<file path="src/rtl/fifo_drain_arb_if.sv">
// Source-side FIFO read port bundle plus the registered output stream of the drain arbiter.
// master = arbiter side, slave = FIFOs + downstream consumer.
interface fifo_drain_arb_if #(
  parameter int NUM_SRC   = 4,
  parameter int DATAWIDTH = 18,
  parameter int SRCWIDTH  = 2
);
  logic [NUM_SRC-1:0]           src_ne;
  logic [NUM_SRC*DATAWIDTH-1:0] src_data;
  logic [NUM_SRC-1:0]           src_re;
  logic [DATAWIDTH-1:0]         out_data;
  logic [SRCWIDTH-1:0]          out_src;
  logic                         out_valid;
  logic                         out_ready;

  modport master (
    input  src_ne, src_data, out_ready,
    output src_re, out_data, out_src, out_valid
  );

  modport slave (
    output src_ne, src_data, out_ready,
    input  src_re, out_data, out_src, out_valid
  );
endinterface

</file>
<file path="src/rtl/fifo_drain_arb.sv">
// Round-robin burst drain of NUM_SRC fifo_sync read ports into one registered stream; 1 cycle src_re->out_valid.
// Backpressure holds the burst (count frozen) while the output register is full and not accepted.
module fifo_drain_arb #(
  parameter int NUM_SRC    = 4,
  parameter int DATAWIDTH  = 18,
  parameter int MAX_BURST  = 8,
  parameter int SRCWIDTH   = 2,
  parameter int BURSTWIDTH = 4
) (
  input  logic                clk,
  input  logic                reset_l,
  input  logic                enable,
  input  logic [NUM_SRC-1:0]  src_mask,
  fifo_drain_arb_if.master    bus,
  output logic                busy,
  output logic [SRCWIDTH-1:0] grant
);

  typedef enum logic {S_IDLE, S_XFER} state_t;

  state_t                r_state;
  logic [SRCWIDTH-1:0]   r_grant;
  logic [SRCWIDTH-1:0]   r_last;
  logic [BURSTWIDTH-1:0] r_count;
  logic                  r_busy;
  logic [DATAWIDTH-1:0]  r_out_data;
  logic [SRCWIDTH-1:0]   r_out_src;
  logic                  r_out_valid;

  logic                 w_space;
  logic                 w_rd;
  logic                 w_grant_ne;
  logic [DATAWIDTH-1:0] w_head;
  logic [NUM_SRC-1:0]   w_cand;
  logic                 w_found;
  logic [SRCWIDTH-1:0]  w_next;
  logic [NUM_SRC-1:0]   w_src_re;

  assign w_space = !r_out_valid || bus.out_ready;

  always_comb begin
    w_grant_ne = 1'b0;
    w_head     = '0;
    for (int i = 0; i < NUM_SRC; i++) begin
      if (r_grant == SRCWIDTH'(i)) begin
        w_grant_ne = bus.src_ne[i];
        w_head     = bus.src_data[i*DATAWIDTH +: DATAWIDTH];
      end
    end
  end

  // reset_l gating keeps re low combinationally while reset is asserted
  assign w_rd = reset_l && (r_state == S_XFER) && w_grant_ne && w_space;

  always_comb begin
    w_src_re = '0;
    for (int i = 0; i < NUM_SRC; i++) begin
      w_src_re[i] = w_rd && (r_grant == SRCWIDTH'(i));
    end
  end

  // First candidate searching from last+1 with wrap; the just-served source is checked last
  always_comb begin
    w_cand  = enable ? (bus.src_ne & src_mask) : '0;
    w_found = 1'b0;
    w_next  = '0;
    for (int k = 1; k <= NUM_SRC; k++) begin
      for (int i = 0; i < NUM_SRC; i++) begin
        if (!w_found && w_cand[i] && (i == (int'(r_last) + k) % NUM_SRC)) begin
          w_found = 1'b1;
          w_next  = SRCWIDTH'(i);
        end
      end
    end
  end

  always_ff @(posedge clk or negedge reset_l) begin
    if (!reset_l) begin
      r_state <= S_IDLE;
      r_grant <= '0;
      r_last  <= SRCWIDTH'(NUM_SRC - 1);
      r_count <= '0;
      r_busy  <= 1'b0;
    end else begin
      case (r_state)
        S_IDLE: begin
          if (w_found) begin
            r_grant <= w_next;
            r_count <= '0;
            r_state <= S_XFER;
            r_busy  <= 1'b1;
          end
        end
        S_XFER: begin
          if (w_rd) begin
            r_count <= r_count + 1'b1;
            if (r_count == BURSTWIDTH'(MAX_BURST - 1)) begin
              r_last  <= r_grant;
              r_state <= S_IDLE;
              r_busy  <= 1'b0;
            end
          end else if (!w_grant_ne) begin
            r_last  <= r_grant;
            r_state <= S_IDLE;
            r_busy  <= 1'b0;
          end
        end
        default: begin
          r_state <= S_IDLE;
          r_busy  <= 1'b0;
        end
      endcase
    end
  end

  always_ff @(posedge clk or negedge reset_l) begin
    if (!reset_l) begin
      r_out_data  <= '0;
      r_out_src   <= '0;
      r_out_valid <= 1'b0;
    end else if (w_rd) begin
      r_out_data  <= w_head;
      r_out_src   <= r_grant;
      r_out_valid <= 1'b1;
    end else if (bus.out_ready) begin
      r_out_valid <= 1'b0;
    end
  end

  assign bus.src_re    = w_src_re;
  assign bus.out_data  = r_out_data;
  assign bus.out_src   = r_out_src;
  assign bus.out_valid = r_out_valid;
  assign busy          = r_busy;
  assign grant         = r_grant;

endmodule

</file>
<file path="src/flat_wrapper.sv">
// flat-port wrapper written by rule: the top's interface ports become plain ports
module fifo_drain_arb_flat 
#(
  parameter int NUM_SRC    = 4,
  parameter int DATAWIDTH  = 18,
  parameter int MAX_BURST  = 8,
  parameter int SRCWIDTH   = 2,
  parameter int BURSTWIDTH = 4
)
  (clk, reset_l, enable, src_mask, busy, grant, bus_src_ne, bus_src_data, bus_out_ready, bus_src_re, bus_out_data, bus_out_src, bus_out_valid);
  fifo_drain_arb_if #(.NUM_SRC(NUM_SRC), .DATAWIDTH(DATAWIDTH), .SRCWIDTH(SRCWIDTH)) bus_i ();
  input  logic clk;
  input  logic reset_l;
  input  logic enable;
  input  logic [NUM_SRC-1:0] src_mask;
  output logic busy;
  output logic [SRCWIDTH-1:0] grant;
  input wire logic [$bits(bus_i.src_ne)-1:0] bus_src_ne;
  input wire logic [$bits(bus_i.src_data)-1:0] bus_src_data;
  input wire logic [$bits(bus_i.out_ready)-1:0] bus_out_ready;
  output wire logic [$bits(bus_i.src_re)-1:0] bus_src_re;
  output wire logic [$bits(bus_i.out_data)-1:0] bus_out_data;
  output wire logic [$bits(bus_i.out_src)-1:0] bus_out_src;
  output wire logic [$bits(bus_i.out_valid)-1:0] bus_out_valid;
  assign bus_i.src_ne = bus_src_ne;
  assign bus_i.src_data = bus_src_data;
  assign bus_i.out_ready = bus_out_ready;
  assign bus_src_re = bus_i.src_re;
  assign bus_out_data = bus_i.out_data;
  assign bus_out_src = bus_i.out_src;
  assign bus_out_valid = bus_i.out_valid;
  fifo_drain_arb #(.NUM_SRC(NUM_SRC), .DATAWIDTH(DATAWIDTH), .MAX_BURST(MAX_BURST), .SRCWIDTH(SRCWIDTH), .BURSTWIDTH(BURSTWIDTH)) u_core (.clk(clk), .reset_l(reset_l), .enable(enable), .src_mask(src_mask), .bus(bus_i), .busy(busy), .grant(grant));
endmodule
</file>
<file path="config.mk">
export PLATFORM = sky130hd
export DESIGN_NAME = fifo_drain_arb_flat
export DESIGN_NICKNAME = d
export VERILOG_FILES = /design/src/rtl/fifo_drain_arb_if.sv /design/src/rtl/fifo_drain_arb.sv /design/src/flat_wrapper.sv
export SDC_FILE = /design/constraint.sdc
export NUM_CORES = 1
export LEC_CHECK = 0
export BUFFER_PORTS_ARGS = -buffer_cell sky130_fd_sc_hd__buf_2
export CORE_MARGIN = 4
export CORE_UTILIZATION = 47
export CTS_CLUSTER_DIAMETER = 60
export DETAILED_ROUTE_END_ITERATION = 6
export PLACE_DENSITY = 0.83
export SLEW_MARGIN = 20
export SYNTH_ARGS = -nofsm -noshare
export SYNTH_HDL_FRONTEND = slang
export SYNTH_SLANG_ARGS = --single-unit
</file>
<file path="constraint.sdc">
create_clock -name clk -period 3.3 [get_ports clk]
set_input_delay 0.66 -clock clk [delete_from_list [all_inputs] [get_ports clk]]
set_output_delay 0.66 -clock clk [all_outputs]
set_load 0.01 [all_outputs]
</file>
==> metrics.txt, run 1 <==
# TYPE chip_impl_metric gauge
chip_impl_metric{name="via_count_of_the_first_global_routing_pass",unit=""} 1679
chip_impl_info{name="top_post_synthesis_cells_by_area",value="sky130_fd_sc_hd__dfrtp_1 39%, sky130_fd_sc_hd__mux4_2 23%, sky130_fd_sc_hd__mux2_4 13%"} 1
chip_impl_metric{name="clock_tree.htree_level_count",unit=""} 2
chip_impl_metric{name="wl_met3",unit="um"} 552
chip_impl_metric{name="critical-path-max-stage-delay",unit="ps"} 520
chip_impl_info{name="critical_path.slowest_cell",value="sky130_fd_sc_hd__mux4_2"} 1
chip_impl_metric{name="synthesis.area_per_instance",unit="um2"} 14.0
chip_impl_metric{name="syn_nets",unit=""} 219
chip_impl_metric{name="hold_buffers",unit=""} 0
chip_impl_info{name="rsz0062_at_grt",value="false"} 1
chip_impl_metric{name="dp_hpwl",unit="um"} 3730
chip_impl_metric{name="cp_max_fo",unit=""} 22
chip_impl_metric{name="finalClockSkew",unit="ps"} 4.88
chip_impl_metric{name="yosysUniqueCellTypes",unit=""} 29
chip_impl_metric{name="io_pins",unit=""} 112
chip_impl_metric{name="asyncSetResetFlopFracSynth",unit="%"} 100
chip_impl_metric{name="routedLengthMet1",unit="um"} 1880
chip_impl_metric{name="grt_start_max_net_pins",unit=""} 25
chip_impl_metric{name="dieWidth",unit="um"} 71.3
chip_impl_info{name="netlist.top_cell.by_area",value="sky130_fd_sc_hd__dfrtp_1"} 1
chip_impl_metric{name="yosysTopAreaCellShare",unit="%"} 38.6
chip_impl_metric{name="core_area",unit="um2"} 3770
chip_impl_metric{name="synthSimpleGateAreaFrac",unit="%"} 8.38
chip_impl_metric{name="drt-vias-per-instance",unit=""} 5.38
chip_impl_info{name="root_buffer",value="sky130_fd_sc_hd__clkbuf_8"} 1
chip_impl_metric{name="p_per_area",unit="nW/um2"} 798
chip_impl_metric{name="worst_ir_drop_vdd",unit="uV"} 497
chip_impl_info{name="prevailing_post_synth_register_cell",value="sky130_fd_sc_hd__dfrtp_1"} 1
chip_impl_metric{name="routed_wire_length_per_instance",unit="um"} 16.0
chip_impl_metric{name="total_leakage_power",unit="uW"} 0.00128
chip_impl_metric{name="yosys.area_share.xor_xnor",unit="%"} 0
chip_impl_metric{name="wl",unit="um"} 4720
chip_impl_metric{name="nets",unit=""} 331
chip_impl_metric{name="final-max-slew-violation-count",unit=""} 0
chip_impl_metric{name="total_power",unit="uW"} 2020
chip_impl_metric{name="final_core_utilization",unit="%"} 67.1
chip_impl_metric{name="starting_utilization_of_the_core_area",unit="%"} 49.9
chip_impl_info{name="critPathLaunch",value="bus_src_ne[3]"} 1
chip_impl_metric{name="dr_total_vias",unit=""} 1586
chip_impl_metric{name="first_iter_violations",unit=""} 28
chip_impl_metric{name="post_layout_minimum_cycle_time",unit="ps"} 2650
chip_impl_info{name="timing_worst_setup_path_type",value="primary input to output port"} 1
chip_impl_metric{name="report.final.hold_viol_count",unit=""} 0
chip_impl_metric{name="clock_path_buffers",unit=""} 2
chip_impl_metric{name="synth.yosys.seq_area_share",unit="%"} 41.4
chip_impl_info{name="combinational_family_with_the_most_area_after_synthesis",value="multiplexers"} 1
chip_impl_metric{name="period_utilization_post_route",unit="%"} 80.2
chip_impl_info{name="status",value="finished clean"} 1
chip_impl_metric{name="clk_transition_reported_paths",unit="ps"} 60
chip_impl_metric{name="tritoncts.num_buffers",unit=""} 5
chip_impl_metric{name="post_route_cells_drive_above_1_share",unit="%"} 66.4
chip_impl_metric{name="cts_resized",unit=""} 0
chip_impl_metric{name="ys_seq_elements",unit=""} 31
chip_impl_metric{name="cts_setup_buffers",unit=""} 0
chip_impl_metric{name="clk-insertion-delay-late",unit="ps"} 270
chip_impl_metric{name="synth_compound_gate_area_share",unit="%"} 6.32
chip_impl_metric{name="synth.area.mux_share",unit="%"} 39.0
chip_impl_metric{name="max_slew_margin_vs_limit",unit="%"} 68.3
chip_impl_metric{name="layout-area-overhead-vs-synth",unit="%"} 34.6
chip_impl_info{name="setup.worst_path.start_class",value="primary input"} 1
chip_impl_metric{name="synth_enable_flop_cells",unit=""} 0
chip_impl_metric{name="setup_viol",unit=""} 0
chip_impl_metric{name="gp_congestion",unit=""} 0.739
chip_impl_metric{name="grt_first_pass_wirelength",unit="um"} 7670
chip_impl_metric{name="port-buffer-count",unit=""} 111
chip_impl_metric{name="fmax",unit="MHz"} 378
chip_impl_info{name="critPathCaptureType",value="output port"} 1
chip_impl_metric{name="num_antenna_cells",unit=""} 0
chip_impl_metric{name="max_slew.worst_pin.slew",unit="ps"} 470
chip_impl_metric{name="cap_violations",unit=""} 0
chip_impl_metric{name="antenna_violating_nets_post_route",unit=""} 0
chip_impl_info{name="start_of_the_worst_register_to_register_path",value="u_core.grant[0]$_DFFE_PN0P_"} 1
chip_impl_metric{name="synth_adder_area_share",unit="%"} 0.665
chip_impl_metric{name="dr_wl_met2",unit="um"} 2260
chip_impl_metric{name="final_cells",unit=""} 295
chip_impl_metric{name="antenna_violations_before_repair",unit=""} 0
chip_impl_metric{name="gate_count_after_technology_mapping",unit=""} 134
chip_impl_metric{name="dp.cells",unit=""} 287
chip_impl_metric{name="num_rows",unit=""} 22
chip_impl_metric{name="count_of_warnings_emitted_by_yosys",unit=""} 0
chip_impl_metric{name="drt-pass1-iter-count",unit=""} 4
chip_impl_metric{name="detail_route.drc_violations",unit=""} 0
chip_impl_info{name="hp-class",value="primary input to asynchronous set/reset pin"} 1
chip_impl_info{name="cells_traversed_along_the_worst_timing_path",value="buf_2 -> mux4_2 -> and4_4 -> nand2_1 -> nor2_1 -> buf_2"} 1
chip_impl_metric{name="die_area",unit="um2"} 5080
chip_impl_metric{name="critical_path_required",unit="ps"} 2640
chip_impl_metric{name="globalRouteOverflowTotal",unit=""} 0
chip_impl_metric{name="grtUsageTotal",unit="%"} 19.2
chip_impl_metric{name="setup_tns",unit="ps"} 0
chip_impl_metric{name="tritoncts_num_sinks",unit=""} 31
chip_impl_info{name="tritoncts",value="built"} 1
chip_impl_info{name="critical-path-top-cell-by-count",value="sky130_fd_sc_hd__buf_2"} 1
chip_impl_metric{name="die_y",unit="um"} 71.3
chip_impl_metric{name="cp.arrival",unit="ps"} 1990
chip_impl_info{name="dr.max_layer_used",value="met4"} 1
chip_impl_metric{name="synthesis.area",unit="um2"} 1880
## worst max-delay path, delay by kind of cell
kind / cells / cell delay, ps
and+or+nand+nor: 3 / 530
muxes: 1 / 520
buffers and inverters: 2 / 270
## state kept, by name, summed over array words and instances, names as in the netlist
name,count
u_core.bus.out_valid,1
u_core.grant,2
u_core.r_count,4
u_core.r_state,1
u_core.bus.out_data,18
u_core.busy,1
u_core.bus.out_src,2
u_core.r_last,2
## cells in the mapped netlist, types with 3 or more instances
| library cell | number |
|---|---|
| sky130_fd_sc_hd__dfrtp_1 | 29 |
| sky130_fd_sc_hd__mux4_2 | 19 |
| sky130_fd_sc_hd__mux2_4 | 16 |
| sky130_fd_sc_hd__nand2_1 | 16 |
| sky130_fd_sc_hd__o21ai_0 | 6 |
| sky130_fd_sc_hd__mux2_2 | 4 |
| sky130_fd_sc_hd__nand3_1 | 4 |
| sky130_fd_sc_hd__nor2_1 | 4 |
| sky130_fd_sc_hd__buf_6 | 3 |
| sky130_fd_sc_hd__clkbuf_1 | 3 |
| sky130_fd_sc_hd__inv_1 | 3 |
| sky130_fd_sc_hd__nand2b_1 | 3 |
## per-layer routing
| layer | vias up | track usage, % |
|---|---|---|
| met1 | 754 | 24.3 |
| met3 | 4 | 5.61 |
| met4 | 0 | 5.01 |
| li1 | 741 | - |
| met5 | - | 0 |
| met2 | 87 | 32.2 |
## stage by stage
stage               setup WS [ps]  cell area, um2  hold WS [ps]
floorplan                     865            1880           364
global placement              663            2450           463
detailed placement            650            2450           468
CTS                           650            2530           300
global route                  512            2530           320
finish                        655            2530           298
## kinds of logic (layout without fill, tap and decap cells)
family / after synthesis / count (layout)
flops: 31 / 31
buf+inv: 12 / 125
mux: 41 / 41
simple gates: 33 / 33
fa+ha+maj: 1 / 1
compound gates: 16 / 16
## placed cells by master (no fill, tap or decap)
cell	netlist	routed
sky130_fd_sc_hd__a32o_1	1	1
sky130_fd_sc_hd__nand3_1	4	4
sky130_fd_sc_hd__inv_1	3	3
sky130_fd_sc_hd__clkbuf_1	3	2
sky130_fd_sc_hd__a22oi_1	1	1
sky130_fd_sc_hd__dfrtp_1	29	29
sky130_fd_sc_hd__mux2_2	4	4
sky130_fd_sc_hd__a32oi_1	2	2
sky130_fd_sc_hd__a21o_1	2	2
sky130_fd_sc_hd__clkbuf_8	0	5
sky130_fd_sc_hd__nor3_1	2	2
sky130_fd_sc_hd__dfstp_2	2	2
sky130_fd_sc_hd__nor2_1	4	4
sky130_fd_sc_hd__buf_2	1	111
sky130_fd_sc_hd__nand2b_1	3	3
sky130_fd_sc_hd__a21bo_2	2	2
sky130_fd_sc_hd__and4_4	1	1
sky130_fd_sc_hd__buf_4	0	3
sky130_fd_sc_hd__o21ai_0	6	6
sky130_fd_sc_hd__clkinv_2	0	1
sky130_fd_sc_hd__o2bb2ai_1	1	1
sky130_fd_sc_hd__nand4_1	2	2
sky130_fd_sc_hd__mux2i_1	2	2
sky130_fd_sc_hd__nand2_1	16	16
sky130_fd_sc_hd__mux2_4	16	16
sky130_fd_sc_hd__ha_1	1	1
sky130_fd_sc_hd__nor4bb_1	1	1
sky130_fd_sc_hd__mux4_2	19	19
sky130_fd_sc_hd__a311o_1	1	1
## worst paths after layout
check                                                     end  slack [ps]  cells after the start
max                                             bus_src_re[2]         650                      6
min                        u_core.bus.out_data[0]$_DFFE_PN0P_         300                      1
max reg2reg                u_core.bus.out_data[8]$_DFFE_PN0P_        1520                      3
min reg2reg                     u_core.r_count[3]$_DFFE_PN0P_         490                      1
max in group asynchronous        u_core.r_last[0]$_DFFE_PN1P_        2380                      2
min in group clk                u_core.r_count[3]$_DFFE_PN0P_         490                      1
## cell type report
class / instances / area, um2
inverters: 3 / 11.3
clock buffers: 7 / 76.3
flip-flops and latches: 31 / 778
fillers: 306 / 1240
clock inverters: 1 / 5.00
multi-input cells: 91 / 1020
repair buffers: 114 / 578
well taps: 48 / 60.1
## report_power, final
part	switching [uW]	internal (uW)
clock	124	148
combinational	462	609
sequential	112	566
total	698	1320
(Power assumes the default switching activity.)
==> run 2: changes to the inputs <==
--- a/config.mk
+++ b/config.mk
@@ -5,12 +5,13 @@
 export SDC_FILE = /design/constraint.sdc
 export NUM_CORES = 1
 export LEC_CHECK = 0
+export ABC_AREA = 1
 export BUFFER_PORTS_ARGS = -buffer_cell sky130_fd_sc_hd__buf_2
 export CORE_MARGIN = 4
-export CORE_UTILIZATION = 47
+export CORE_UTILIZATION = 41
 export CTS_CLUSTER_DIAMETER = 60
 export DETAILED_ROUTE_END_ITERATION = 6
-export PLACE_DENSITY = 0.83
+export PLACE_DENSITY = 0.74
 export SLEW_MARGIN = 20
 export SYNTH_ARGS = -nofsm -noshare
 export SYNTH_HDL_FRONTEND = slang
==> constraint.sdc (replaced) <==
create_clock -name clk -period 2.38 [get_ports clk]
set_input_delay 0.476 -clock clk [delete_from_list [all_inputs] [get_ports clk]]
set_output_delay 0.476 -clock clk [all_outputs]
set_load 0.01 [all_outputs]
==> metrics.txt, run 2 <==
# TYPE chip_impl_metric gauge
chip_impl_metric{name="cp_max_fo",unit=""} 6
chip_impl_metric{name="first_iter_violations",unit=""} 65
chip_impl_metric{name="max_slew_margin_vs_limit",unit="%"} 69.2
chip_impl_metric{name="ys_seq_elements",unit=""} 31
chip_impl_info{name="status",value="finished clean"} 1
chip_impl_metric{name="nets",unit=""} 519
chip_impl_info{name="setup.worst_path.start_class",value="register"} 1
chip_impl_metric{name="setup_viol",unit=""} 0
chip_impl_metric{name="routed_wire_length_per_instance",unit="um"} 13.1
chip_impl_metric{name="antenna_violating_nets_post_route",unit=""} 0
chip_impl_info{name="timing_worst_setup_path_type",value="register to output port"} 1
chip_impl_metric{name="final-max-slew-violation-count",unit=""} 0
chip_impl_metric{name="num_rows",unit=""} 25
chip_impl_info{name="tritoncts",value="built"} 1
chip_impl_metric{name="placed_inst_area",unit="um2"} 2760
chip_impl_metric{name="synthesis.area",unit="um2"} 2070
chip_impl_metric{name="asyncSetResetFlopFracSynth",unit="%"} 100
chip_impl_metric{name="yosys.area_share.xor_xnor",unit="%"} 0.423
chip_impl_metric{name="die_area",unit="um2"} 6260
chip_impl_metric{name="yosysTopAreaCellShare",unit="%"} 35.0
chip_impl_metric{name="count_of_warnings_emitted_by_yosys",unit=""} 0
chip_impl_metric{name="post_layout_minimum_cycle_time",unit="ps"} 2270
chip_impl_info{name="r2r-end",value="u_core.grant[0]$_DFFE_PN0P_"} 1
chip_impl_metric{name="detail_route.drc_violations",unit=""} 0
chip_impl_metric{name="drt-vias-per-instance",unit=""} 5.01
chip_impl_metric{name="clk_transition_reported_paths",unit="ps"} 60
chip_impl_metric{name="grtUsageTotal",unit="%"} 21.7
chip_impl_metric{name="synth_adder_area_share",unit="%"} 0.604
chip_impl_metric{name="total_power",unit="uW"} 2980
chip_impl_metric{name="tritoncts.num_buffers",unit=""} 5
chip_impl_info{name="netlist_top_cells_count",value="121 x sky130_fd_sc_hd__nand2_1, 29 x sky130_fd_sc_hd__dfrtp_1, 29 x sky130_fd_sc_hd__o21ai_0, 28 x sky130_fd_sc_hd__nand3_1, 28 x sky130_fd_sc_hd__nor2_1"} 1
chip_impl_info{name="prevailing_post_synth_register_cell",value="sky130_fd_sc_hd__dfrtp_1"} 1
chip_impl_metric{name="max_slew.worst_pin.slew",unit="ps"} 460
chip_impl_metric{name="clk-insertion-delay-late",unit="ps"} 280
chip_impl_metric{name="dr_total_vias",unit=""} 2516
chip_impl_metric{name="finish.instance_area",unit="um2"} 2910
chip_impl_metric{name="synthesis.area_per_instance",unit="um2"} 6.66
chip_impl_metric{name="cp.arrival",unit="ps"} 1790
chip_impl_metric{name="synth.area.mux_share",unit="%"} 0
chip_impl_metric{name="total_leakage_power",unit="uW"} 0.00161
chip_impl_metric{name="synth_compound_gate_area_share",unit="%"} 10.6
chip_impl_metric{name="reg2regPathDepth",unit=""} 13
chip_impl_info{name="cells_traversed_along_the_worst_timing_path",value="nand2_1 -> o21ai_0 -> o22ai_2 -> nand3_2 -> inv_2 -> nand2_1 -> nor2_2 -> buf_2"} 1
chip_impl_metric{name="report.final.hold_viol_count",unit=""} 0
chip_impl_metric{name="clock_tree.htree_level_count",unit=""} 2
chip_impl_metric{name="gp_congestion",unit=""} 0.887
chip_impl_metric{name="period_utilization_post_route",unit="%"} 95.2
chip_impl_metric{name="core_area",unit="um2"} 4820
chip_impl_metric{name="dp.cells",unit=""} 489
chip_impl_info{name="layout.cells.most_common",value="sky130_fd_sc_hd__nand2_1"} 1
chip_impl_info{name="critical_path.slowest_cell",value="sky130_fd_sc_hd__dfrtp_1"} 1
chip_impl_metric{name="largest_reg_flops",unit=""} 18
chip_impl_info{name="netlist.top_cell.by_area",value="sky130_fd_sc_hd__dfrtp_1"} 1
chip_impl_metric{name="rrSetupSlack",unit="ps"} 350
chip_impl_metric{name="wl",unit="um"} 6560
chip_impl_metric{name="hold_buffers",unit=""} 0
chip_impl_metric{name="worst_ir_drop_vdd",unit="uV"} 426
chip_impl_metric{name="dieWidth",unit="um"} 79.1
chip_impl_metric{name="grt_start_max_net_pins",unit=""} 32
chip_impl_metric{name="cap_violations",unit=""} 0
chip_impl_metric{name="post_route_cells_drive_above_1_share",unit="%"} 37.0
chip_impl_metric{name="yosysUniqueCellTypes",unit=""} 30
chip_impl_metric{name="globalRouteOverflowTotal",unit=""} 0
chip_impl_metric{name="finalClockSkew",unit="ps"} 2.07
chip_impl_metric{name="clock_path_buffers",unit=""} 2
chip_impl_metric{name="dp_hpwl",unit="um"} 5240
chip_impl_metric{name="via_count_of_the_first_global_routing_pass",unit=""} 2400
chip_impl_info{name="combinational_family_with_the_most_area_after_synthesis",value="simple AND/OR/NAND/NOR gates"} 1
chip_impl_info{name="yosys.cell_count.top_type",value="sky130_fd_sc_hd__nand2_1"} 1
chip_impl_metric{name="antenna_violations_before_repair",unit=""} 0
chip_impl_info{name="hp-class",value="primary input to asynchronous set/reset pin"} 1
chip_impl_metric{name="critical-path-max-stage-delay",unit="ps"} 430
chip_impl_metric{name="starting_utilization_of_the_core_area",unit="%"} 43.0
chip_impl_metric{name="layout-area-overhead-vs-synth",unit="%"} 40.5
chip_impl_metric{name="critical_path_required",unit="ps"} 1900
chip_impl_metric{name="die_y",unit="um"} 79.1
chip_impl_info{name="most-common-layout-cells",value="121 x sky130_fd_sc_hd__nand2_1, 111 x sky130_fd_sc_hd__buf_2, 29 x sky130_fd_sc_hd__o21ai_0, 29 x sky130_fd_sc_hd__dfrtp_1"} 1
chip_impl_metric{name="p_per_area",unit="nW/um2"} 1020
chip_impl_metric{name="syn_nets",unit=""} 396
chip_impl_info{name="critPathCaptureType",value="output port"} 1
chip_impl_metric{name="io_pins",unit=""} 112
chip_impl_metric{name="grt_first_pass_wirelength",unit="um"} 10600
chip_impl_metric{name="synth_enable_flop_cells",unit=""} 0
chip_impl_metric{name="port-buffer-count",unit=""} 111
chip_impl_metric{name="synth.yosys.seq_area_share",unit="%"} 37.6
chip_impl_metric{name="tritoncts_num_sinks",unit=""} 31
chip_impl_info{name="top_post_synthesis_cells_by_area",value="sky130_fd_sc_hd__dfrtp_1 35%, sky130_fd_sc_hd__nand2_1 22%, sky130_fd_sc_hd__o21ai_0 7.0%"} 1
chip_impl_metric{name="num_antenna_cells",unit=""} 0
chip_impl_metric{name="synthSimpleGateAreaFrac",unit="%"} 45.0
chip_impl_info{name="start_of_the_worst_register_to_register_path",value="u_core.r_last[0]$_DFFE_PN1P_"} 1
chip_impl_metric{name="drt-pass1-iter-count",unit=""} 4
chip_impl_metric{name="gate_count_after_technology_mapping",unit=""} 311
chip_impl_metric{name="final_cells",unit=""} 502
chip_impl_info{name="critical-path-top-cell-by-count",value="sky130_fd_sc_hd__nand2_1"} 1
chip_impl_info{name="root_buffer",value="sky130_fd_sc_hd__clkbuf_8"} 1
chip_impl_metric{name="fmax",unit="MHz"} 441
==> run 2: metal layers <==
| metal | vias to the layer above | part of all wire (%) | global-route usage, % |
|---|---|---|---|
| met5 | - | 0 | 0 |
| met4 | 0 | 1.8 | 8.59 |
| met3 | 9 | 8.7 | 6.24 |
| met2 | 97 | 49 | 38.3 |
| met1 | 1135 | 40 | 24.6 |
| li1 | 1275 | - | - |
==> run 2: worst max-delay path by stage <==
| stage | startpoint | end | slack (ps) |
|---|---|---|---|
| detailed placement | enable | u_core.r_count[2]$_DFFE_PN0P_ | 220 |
| finish | u_core.grant[1]$_DFFE_PN0P_ | bus_src_re[2] | 110 |
| global route | u_core.grant[1]$_DFFE_PN0P_ | bus_src_re[2] | -50 |
| global placement | enable | u_core.grant[0]$_DFFE_PN0P_ | 250 |
| floorplan | u_core.grant[1]$_DFFE_PN0P_ | bus_src_re[1] | 210 |
| CTS | u_core.grant[0]$_DFFE_PN0P_ | bus_src_re[2] | 40 |
==> run 2: layout make-up <==
type	instances	area (um2)
repair buffers	129	691
clock buffers	7	96.3
clock inverters	1	7.51
inverters	18	67.6
multi-input cells	249	1190
fillers	482	1910
well taps	67	83.8
flip-flops and latches	31	778
==> run 2: cell families (layout without fill, tap and decap cells) <==
kind of cell | count (synthesis) | in the layout
compound gates | 39 | 39
xor+xnor | 1 | 1
fa+ha+maj | 1 | 1
buf+inv | 31 | 155
flops | 31 | 31
simple gates | 208 | 208
==> run 2: stage by stage <==
step           utilization (%)  worst slack [ps]  setup TNS [ps]  hold WS, ps
2_1_floorplan                -               215               0          180
3_3_place_gp              57.2               254               0          462
3_5_place_dp              57.2               218               0          464
4_1_cts                   59.5              44.6               0          216
5_1_grt                   60.4             -51.9           -51.9          230
6_report                  60.4               114               0          210
==> run 2: report_power, final <==
group          total, uW  switching (uW)  internal (uW)
Clock                460             197            263
Combinational       1610             969            637
Sequential           916             162            754
==> run 2: what timing repair did <==
| item | in CTS | in global routing |
|---|---|---|
| resized for setup | 1 | 2 |
| endpoints found under the setup margin | 1 | 2 |
| pin swaps | 0 | 2 |
| buffers inserted | 0 | 5 |
==> run 2: worst max-delay path, delay by kind of cell, from the launching register on <==
kind,cells,cell delay [ps]
AND/OR/NAND/NOR,4,540
flip-flops,1,430
AO/OA/AOI/OAI,2,310
buffers and inverters,2,230
==> run 3: changes to the inputs <==
--- a/config.mk
+++ b/config.mk
@@ -6,7 +6,7 @@
 export NUM_CORES = 1
 export LEC_CHECK = 0
 export ABC_AREA = 1
-export BUFFER_PORTS_ARGS = -buffer_cell sky130_fd_sc_hd__buf_2
+export BUFFER_PORTS_ARGS = -buffer_cell sky130_fd_sc_hd__buf_4
 export CORE_MARGIN = 4
 export CORE_UTILIZATION = 41
 export CTS_CLUSTER_DIAMETER = 60
==> metrics.txt, run 3 (synthesized netlist as in run 2, its figures left out) <==
# TYPE chip_impl_metric gauge
chip_impl_metric{name="routed_wire_length_per_instance",unit="um"} 13.9
chip_impl_metric{name="via_count_of_the_first_global_routing_pass",unit=""} 2474
chip_impl_info{name="critical-path-top-cell-by-count",value="sky130_fd_sc_hd__buf_4"} 1
chip_impl_metric{name="global_route.usage.met1",unit="%"} 27.9
chip_impl_metric{name="antenna_violations_before_repair",unit=""} 0
chip_impl_metric{name="clock_path_buffers",unit=""} 2
chip_impl_metric{name="globalRouteOverflowTotal",unit=""} 0
chip_impl_metric{name="clk-insertion-delay-late",unit="ps"} 280
chip_impl_metric{name="worst_ir_drop_vdd",unit="uV"} 416
chip_impl_metric{name="core_area",unit="um2"} 4820
chip_impl_metric{name="drt-vias-per-instance",unit=""} 5.05
chip_impl_metric{name="cp.arrival",unit="ps"} 1720
chip_impl_metric{name="die_y",unit="um"} 79.1
chip_impl_info{name="layout.cells.most_common",value="sky130_fd_sc_hd__buf_4"} 1
chip_impl_metric{name="fmax",unit="MHz"} 455
chip_impl_metric{name="dp.cells",unit=""} 488
chip_impl_info{name="setup.worst_path.start_class",value="register"} 1
chip_impl_metric{name="dr_total_vias",unit=""} 2505
chip_impl_metric{name="num_rows",unit=""} 25
chip_impl_metric{name="tritoncts.num_buffers",unit=""} 5
chip_impl_metric{name="post_route_cells_drive_above_1_share",unit="%"} 35.2
chip_impl_metric{name="clk_transition_reported_paths",unit="ps"} 60
chip_impl_metric{name="drt-pass1-iter-count",unit=""} 4
chip_impl_metric{name="max_slew.worst_pin.slew",unit="ps"} 488
chip_impl_metric{name="grtUsageMet2",unit="%"} 37.0
chip_impl_metric{name="io_pins",unit=""} 112
chip_impl_metric{name="grt_first_pass_wirelength",unit="um"} 11200
chip_impl_metric{name="critical_path_required",unit="ps"} 1900
chip_impl_metric{name="total_leakage_power",unit="uW"} 0.00165
chip_impl_info{name="most-common-layout-cells",value="123 x sky130_fd_sc_hd__buf_4, 121 x sky130_fd_sc_hd__nand2_1, 29 x sky130_fd_sc_hd__o21ai_0, 29 x sky130_fd_sc_hd__dfrtp_1, 28 x sky130_fd_sc_hd__nor2_1"} 1
chip_impl_metric{name="layout-area-overhead-vs-synth",unit="%"} 50.5
chip_impl_metric{name="final_core_utilization",unit="%"} 64.7
chip_impl_metric{name="detail_route.drc_violations",unit=""} 0
chip_impl_info{name="critPathCaptureType",value="output port"} 1
chip_impl_info{name="hp-class",value="primary input to asynchronous set/reset pin"} 1
chip_impl_metric{name="grtUsageTotal",unit="%"} 22.8
chip_impl_info{name="start_of_the_worst_register_to_register_path",value="u_core.r_last[0]$_DFFE_PN1P_"} 1
chip_impl_metric{name="first_iter_violations",unit=""} 102
chip_impl_metric{name="switching_power",unit="uW"} 1320
chip_impl_metric{name="fraction_of_power_spent_switching_nets",unit="%"} 43.8
chip_impl_metric{name="largest_reg_flops",unit=""} 18
chip_impl_metric{name="port-buffer-count",unit=""} 111
chip_impl_metric{name="period_utilization_post_route",unit="%"} 92.4
chip_impl_metric{name="final-max-slew-violation-count",unit=""} 0
chip_impl_metric{name="antenna_violating_nets_post_route",unit=""} 0
chip_impl_metric{name="clock_tree.htree_level_count",unit=""} 2
chip_impl_metric{name="cap_violations",unit=""} 0
chip_impl_metric{name="p_per_area",unit="nW/um2"} 966
chip_impl_metric{name="dieWidth",unit="um"} 79.1
chip_impl_metric{name="power.sequential.fraction",unit="%"} 30.8
chip_impl_metric{name="gp_congestion",unit=""} 0.874
chip_impl_metric{name="die_area",unit="um2"} 6260
chip_impl_metric{name="tritoncts_num_sinks",unit=""} 31
chip_impl_metric{name="dp_hpwl",unit="um"} 5680
chip_impl_metric{name="report.final.hold_viol_count",unit=""} 0
chip_impl_info{name="crit_path_end",value="bus_src_re[0]"} 1
chip_impl_metric{name="cellInternalPower",unit="uW"} 1690
chip_impl_metric{name="setup_viol",unit=""} 0
chip_impl_info{name="critPathLaunch",value="u_core.grant[0]$_DFFE_PN0P_"} 1
chip_impl_metric{name="globalRouteMet3Util",unit="%"} 7.94
chip_impl_info{name="status",value="finished clean"} 1
chip_impl_metric{name="starting_utilization_of_the_core_area",unit="%"} 43.0
chip_impl_metric{name="reg2regPathDepth",unit=""} 13
chip_impl_info{name="grt_most_used_layer",value="met2"} 1
chip_impl_metric{name="wl",unit="um"} 6920
chip_impl_metric{name="grt_start_max_net_pins",unit=""} 32
chip_impl_metric{name="critical-path-max-stage-delay",unit="ps"} 420
chip_impl_metric{name="pwr-share-comb",unit="%"} 56.5
chip_impl_info{name="root_buffer",value="sky130_fd_sc_hd__clkbuf_8"} 1
chip_impl_info{name="tritoncts",value="built"} 1
chip_impl_metric{name="nets",unit=""} 513
chip_impl_metric{name="post_layout_minimum_cycle_time",unit="ps"} 2200
chip_impl_metric{name="cp_max_fo",unit=""} 13
chip_impl_metric{name="max_slew_margin_vs_limit",unit="%"} 67.4
chip_impl_metric{name="finalClockSkew",unit="ps"} 4.12
chip_impl_info{name="timing_worst_setup_path_type",value="register to output port"} 1
chip_impl_metric{name="rrSetupSlack",unit="ps"} 340
chip_impl_info{name="r2r-end",value="u_core.r_count[2]$_DFFE_PN0P_"} 1
chip_impl_metric{name="setup_tns",unit="ps"} 0
chip_impl_metric{name="hold_buffers",unit=""} 0
chip_impl_info{name="rsz0062_at_grt",value="false"} 1
chip_impl_metric{name="clock_power_share",unit="%"} 12.8
chip_impl_metric{name="num_antenna_cells",unit=""} 0
chip_impl_info{name="critical_path.slowest_cell",value="sky130_fd_sc_hd__dfrtp_1"} 1
chip_impl_info{name="cells_traversed_along_the_worst_timing_path",value="inv_1 -> nand2_1 -> o22ai_1 -> o22ai_2 -> nand3_2 -> buf_4 -> nor2_1 -> buf_4"} 1
chip_impl_metric{name="final_cells",unit=""} 496
-- run 3: layer usage --
layer	vias to the layer above	wire length (um)
li1	1256	-
met1	1137	2920
met2	100	3280
met3	12	575
met4	0	133
met5	-	0
-- run 3: worst min-delay path by stage --
| stage | from | endpoint | slack (ps) | cells past startpoint |
|---|---|---|---|---|
| after floorplan | reset_l | u_core.bus.out_data[0]$_DFFE_PN0P_ | 180 | 0 |
| after global placement | u_core.bus.out_data[6]$_DFFE_PN0P_ | u_core.bus.out_data[6]$_DFFE_PN0P_ | 470 | 2 |
| after detailed placement | u_core.bus.out_data[4]$_DFFE_PN0P_ | u_core.bus.out_data[4]$_DFFE_PN0P_ | 470 | 2 |
| after CTS | reset_l | u_core.bus.out_data[11]$_DFFE_PN0P_ | 230 | 2 |
| after global routing | reset_l | u_core.bus.out_data[4]$_DFFE_PN0P_ | 240 | 2 |
| final | reset_l | u_core.bus.out_data[4]$_DFFE_PN0P_ | 220 | 2 |
-- run 3: final cells by class --
type / instances / area (um2)
Tap cell: 67 / 83.8
Fill cell: 465 / 1700
Inverter: 18 / 67.6
Multi-Input combinational cell: 249 / 1180
Timing Repair Buffer: 123 / 923
Sequential cell: 31 / 778
Clock buffer: 8 / 80.1
-- run 3: stage by stage --
step	instance area [um2]	worst slack (ps)	hold slack (ps)	power [uW]
4_1_cts	3110	61.8	225	3020
3_5_place_dp	3030	241	468	2630
3_3_place_gp	3030	344	469	2610
5_1_grt	3120	9.98	244	3300
6_report	3120	182	221	3010
2_1_floorplan	2070	215	180	1880
-- run 3: repair_timing --
action                                  in CTS  in global routing
buffers inserted                             0                  0
resized for setup                            0                  2
endpoints found under the setup margin       0                  4
-- run 3: power groups by stage --
stage | Sequential [uW] | Combinational, uW | Clock (uW)
floorplan | 974 | 911 | 0
global placement | 922 | 1690 | 0
detailed placement | 922 | 1710 | 0
CTS | 925 | 1700 | 394
global route | 957 | 1920 | 418
finish | 927 | 1700 | 384
-- run 3: worst max-delay path: cells and delay by family (launching register included) --
family,cells,cell delay (ps)
AND/OR/NAND/NOR,3,350
flip-flops,1,420
AO/OA/AOI/OAI,2,230
buffers and inverters,3,450
